==> src/rtl/vote_collector.sv <==
// Voting-session front end: synchronises and debounces the start key and three
// voter keys, runs a timed window and latches each voter's yes-vote as a/b/c.
module vote_collector #(
  parameter int DEB_CYCLES    = 240000,
  parameter int WINDOW_CYCLES = 60000000
) (
  input  logic       clk,
  input  logic       rst_n,
  input  logic       key_start_n,
  input  logic [2:0] key_vote_n,
  output logic       a,
  output logic       b,
  output logic       c,
  output logic       open,
  output logic       done,
  output logic [1:0] vote_cnt
);
  localparam int NKEYS = 4;
  localparam int DW = (DEB_CYCLES > 1) ? $clog2(DEB_CYCLES) : 1;
  localparam int WW = (WINDOW_CYCLES > 1) ? $clog2(WINDOW_CYCLES) : 1;
  localparam logic [DW-1:0] DEB_MAX = DW'(DEB_CYCLES - 1);
  localparam logic [WW-1:0] WIN_MAX = WW'(WINDOW_CYCLES - 1);

  typedef enum logic [1:0] {S_IDLE, S_OPEN, S_RESULT} state_t;

  logic [NKEYS-1:0] w_keys_n;
  logic [NKEYS-1:0] w_press;
  logic             w_start;
  logic [2:0]       w_vpress;

  assign w_keys_n = {key_vote_n, key_start_n};
  assign w_start  = w_press[0];
  assign w_vpress = w_press[3:1];

  // Per-key lane: 2-FF synchroniser, debounce counter, registered press pulse.
  for (genvar k = 0; k < NKEYS; k++) begin : g_key
    logic          r_sync1;
    logic          r_sync2;
    logic          r_deb;
    logic          r_deb_d;
    logic          r_press;
    logic [DW-1:0] r_cnt;

    always_ff @(posedge clk) begin
      if (!rst_n) begin
        r_sync1 <= 1'b1;
        r_sync2 <= 1'b1;
        r_deb   <= 1'b1;
        r_deb_d <= 1'b1;
        r_press <= 1'b0;
        r_cnt   <= '0;
      end else begin
        r_sync1 <= w_keys_n[k];
        r_sync2 <= r_sync1;
        r_deb_d <= r_deb;
        // Falling edge of the debounced level only; releases are silent.
        r_press <= r_deb_d & ~r_deb;
        if (r_sync2 == r_deb) begin
          r_cnt <= '0;
        end else if (r_cnt == DEB_MAX) begin
          r_deb <= r_sync2;
          r_cnt <= '0;
        end else begin
          r_cnt <= r_cnt + DW'(1);
        end
      end
    end

    assign w_press[k] = r_press;
  end

  function automatic logic [1:0] pop3(input logic [2:0] v);
    return 2'(v[0]) + 2'(v[1]) + 2'(v[2]);
  endfunction

  state_t          r_state;
  logic [WW-1:0]   r_win;
  logic [2:0]      r_votes;
  logic [1:0]      r_cnt;
  logic            r_open;
  logic            r_done;

  state_t          w_state_nxt;
  logic [WW-1:0]   w_win_nxt;
  logic [2:0]      w_votes_nxt;
  logic [1:0]      w_cnt_nxt;

  always_comb begin
    w_state_nxt = r_state;
    w_win_nxt   = r_win;
    w_votes_nxt = r_votes;
    w_cnt_nxt   = r_cnt;
    case (r_state)
      S_IDLE, S_RESULT: begin
        if (w_start) begin
          w_state_nxt = S_OPEN;
          w_win_nxt   = WIN_MAX;
          w_votes_nxt = '0;
          w_cnt_nxt   = '0;
        end
      end
      S_OPEN: begin
        // A press in the last window cycle still lands before closing.
        w_votes_nxt = r_votes | w_vpress;
        w_cnt_nxt   = pop3(r_votes | w_vpress);
        if (r_win != '0) w_win_nxt = r_win - WW'(1);
        if (r_win == '0 || r_cnt == 2'd3) w_state_nxt = S_RESULT;
      end
      default: w_state_nxt = S_IDLE;
    endcase
  end

  always_ff @(posedge clk) begin
    if (!rst_n) begin
      r_state <= S_IDLE;
      r_win   <= '0;
      r_votes <= '0;
      r_cnt   <= '0;
      r_open  <= 1'b0;
      r_done  <= 1'b0;
    end else begin
      r_state <= w_state_nxt;
      r_win   <= w_win_nxt;
      r_votes <= w_votes_nxt;
      r_cnt   <= w_cnt_nxt;
      r_open  <= (w_state_nxt == S_OPEN);
      r_done  <= (w_state_nxt == S_RESULT);
    end
  end

  assign a        = r_votes[0];
  assign b        = r_votes[1];
  assign c        = r_votes[2];
  assign vote_cnt = r_cnt;
  assign open     = r_open;
  assign done     = r_done;
endmodule

==> config.mk <==
export PLATFORM = sky130hd
export DESIGN_NAME = vote_collector
export DESIGN_NICKNAME = d
export VERILOG_FILES = /design/src/rtl/vote_collector.sv
export SDC_FILE = /design/constraint.sdc
export NUM_CORES = 1
export LEC_CHECK = 0
export CORE_ASPECT_RATIO = 1.5
export CORE_MARGIN = 1
export CORE_UTILIZATION = 45
export CTS_CLUSTER_DIAMETER = 200
export CTS_CLUSTER_SIZE = 25
export DETAILED_ROUTE_END_ITERATION = 10
export GPL_TIMING_DRIVEN = 0
export MAX_ROUTING_LAYER = met4
export SLEW_MARGIN = 15
export SYNTH_ARGS = -nofsm -noshare
export SYNTH_HDL_FRONTEND = slang
export SYNTH_SLANG_ARGS = --single-unit
==> constraint.sdc <==
create_clock -name clk -period 2.2 [get_ports clk]
set_clock_uncertainty 0.15 [all_clocks]
set_input_delay 0.55 -clock clk [delete_from_list [all_inputs] [get_ports clk]]
set_output_delay 0.55 -clock clk [all_outputs]
set_load 0.1 [all_outputs]
==> results.toml <==
[timing]
finalCriticalPeriod_ps = 2260
clock.fmax_mhz = 443
rsz0062_at_grt = "true"
setup_viol = 6
final.setup.worst_slack_ps = -56.5
period_share_pct = 103
drv_slew = 0
fin_tns_setup_ps = -161
slew-limit-headroom_pct = 46.0
holdWs_ps = 254
tightest_slew_ps = 809
hold_violations = 0

[setup_path]
cpPeakStageDelay_ps = 530
rr_worst_depth = 6
cp-start-kind = "flop"
r2r_end = "r_win[3]"
path_max_fanout = 5
crit_path_top_delay_cell = "or4_4"
crit_path_start = "r_win[22]"
cp_data_arrival_time_ps = 2380
r2r-start = "r_win[22]"
critical_path_class = "flop to flop"
crit_chain = "or4_4 > or3_4 > buf_8 > o211ai_1 > xor2_1 > a21oi_1"
r2r_slack_ps = -60
endpoint = "r_win[3]"
cp.required_ps = 2330
worstSetupEndpointType = "flop"

[route]
viasPerCell = 5.22
drt_iter0_drc = 118
drc_errors = 0
wl_per_cell_um = 12.9
vias = 4194
ant_nets = 0
firstDrtPassIters = 4
wl_mm = 10.4

[global_routing]
grt_use_total_pct = 18.6
grt_max_degree = 17
gr-total-overflow = 0
grt_pass1_wl_mm = 17.9
grt_pass1_vias = 4115
antenna_found_initial = 0

[synth]
yosysUniqueCellTypes = 45
syn_inst = 605
ys_seq_elements = 127
synth_area_leader_cell = "dfxtp_1"
synth_flop_cell = "dfxtp_1"
yosysMostFrequentCell = "dfxtp_1"
syn-num-nets = 617
synth_top_area_share_pct = 47.2
async_flop_share_pct = 0
synth_edf_count = 0
yosys-top-cells-count = "dfxtp_1 (127), nor2_1 (117), xnor2_1 (45)"
seq_area_frac_synth_pct = 47.2
syn_area_um2 = 5380
synth.avg_cell_area_um2 = 8.90
ys.warnings.count = 0
yosys-top-cells-area = "dfxtp_1 (47%), nor2_1 (8.2%), xnor2_1 (7.3%)"

[place]
io_buffer_count = 12
gp_congestion = 0.802
dp_cells = 767
post-dp-hpwl_mm = 7.03

[power]
p_per_area_nw_per_um2 = 767
p_leak_nw = 2.26
vdd_drop_max_mv = 0.509

[floorplanning]
initial_utilization_pct = 46.4
die_h_um = 136
io_pins = 13
coreArea_um2 = 11600
fp-row-count = 48
die-area_um2 = 12400
die_w_um = 91.3

[final_layout]
syn2layout_area_growth_pct = 20.9
regArea_um2 = 2550
finalNetCount = 655
stdcell_count = 804
diodes = 0
finish.utilization_pct = 56.2
nFillCells = 1042
drive_gt1_share_pct = 13.5
multiInputGateArea_um2 = 2840

[clock_network]
clk_latency_ps = 410
clk_path_buf_depth = 2
cts_made_buffers = 17
cts_sinks = 127
cts_tree = "yes"
htree_num_levels = 4
clkSlewWorstSetupHoldPaths_ps = 50
postCtsHoldBufs = 0
cts_root_buffer = "clkbuf_16"

[worst_hold_path]
min_path_type = "flop to flop"

[outcome]
violations = "setup timing"
status = "complete, but fails checks"

[flow_run]
cap_violations = 0
==> power breakdown <==
group          switching, mW  internal (mW)
Combinational         0.0345         0.0193
Clock                  0.945           1.68
Sequential           0.00436           2.31
==> metrics by stage <==
step	power (mW)	area [um2]	setup WS, ps
floorplan	2.39	5400	0.731
global placement	2.42	5710	-560
detailed placement	2.42	5710	-598
CTS	5.06	6430	-71.4
global route	5.16	6510	-113
finish	4.99	6510	-56.5
==> kinds of logic after synthesis <==
kind of cell,Yosys count,share of synthesized area (%)
AO/OA/AOI/OAI,43,5.46
XOR/XNOR,85,13.8
adder cells (fa/ha/maj),6,1.53
buffers and inverters,38,2.81
flip-flops,127,47.2
multiplexers,5,0.930
AND/OR/NAND/NOR,301,28.2
==> sequential cells by signal, indices dropped and copies added, names as in the netlist <==
signal	cells
open	1
g_key.r_cnt	72
g_key.r_sync2	4
r_votes	3
g_key.r_deb	4
r_win	26
done	1
vote_cnt	2
g_key.r_deb_d	4
g_key.r_press	4
r_state	2
g_key.r_sync1	4
==> how the worst min path moves through the flow <==
stage	start	to	slack (ps)	cells after the start
2_1_floorplan	g_key[0].r_sync1	g_key[0].r_sync2	240	1
3_3_place_gp	g_key[3].r_sync1	g_key[3].r_sync2	240	1
3_5_place_dp	g_key[1].r_sync1	g_key[1].r_sync2	240	1
4_1_cts	g_key[1].r_sync1	g_key[1].r_sync2	250	1
5_1_grt	g_key[1].r_deb_d	g_key[1].r_press	260	2
6_report	g_key[3].r_sync1	g_key[3].r_sync2	250	1
==> area by class of cell <==
cell class	count	area share, %
clock inverter	6	0.884
clock buffer	24	7.71
multi-input combinational	441	43.6
timing repair buffer	21	3.33
buffer	15	1.23
tap	150	2.88
sequential	127	39.2
inverter	20	1.15
==> critical path, delay by kind of cell (launching register included) <==
| kind | cells | cell delay [ps] |
|---|---|---|
| compound gates | 2 | 290 |
| xor+xnor | 1 | 190 |
| buf+inv | 1 | 160 |
| flops | 1 | 320 |
| simple gates | 2 | 1000 |
==> layer usage <==
metal  track usage, %  routed length (um)
met1             19.6                4440
met2             32.0                5370
met3             4.70                 329
met4             9.79                 229
met5                -                   0
==> placed cells by master (no fill, tap or decap), types with 5 or more instances in the layout <==
cell / instances
clkbuf_8: 5
clkdlybuf4s50_1: 5
clkbuf_16: 17
and3_1: 7
xnor2_1: 45
nor3_1: 15
dfxtp_1: 120
nor4_1: 12
clkbuf_1: 10
inv_1: 20
and4_1: 11
nor2_1: 117
ha_1: 5
dfxtp_2: 6
nand2_1: 35
nand2b_1: 14
nand4_1: 20
clkdlybuf4s15_2: 7
buf_4: 9
a21oi_1: 17
nand3_1: 25
mux2i_1: 5
xor2_1: 40
or3_1: 6
==> timing repair <==
action                     CTS  global route
setup endpoints to repair   72            64
setup buffers                6             2
pin swaps                   11            10
cloned                       2             0
gates resized for setup     45            21
(Power assumes the default switching activity.)
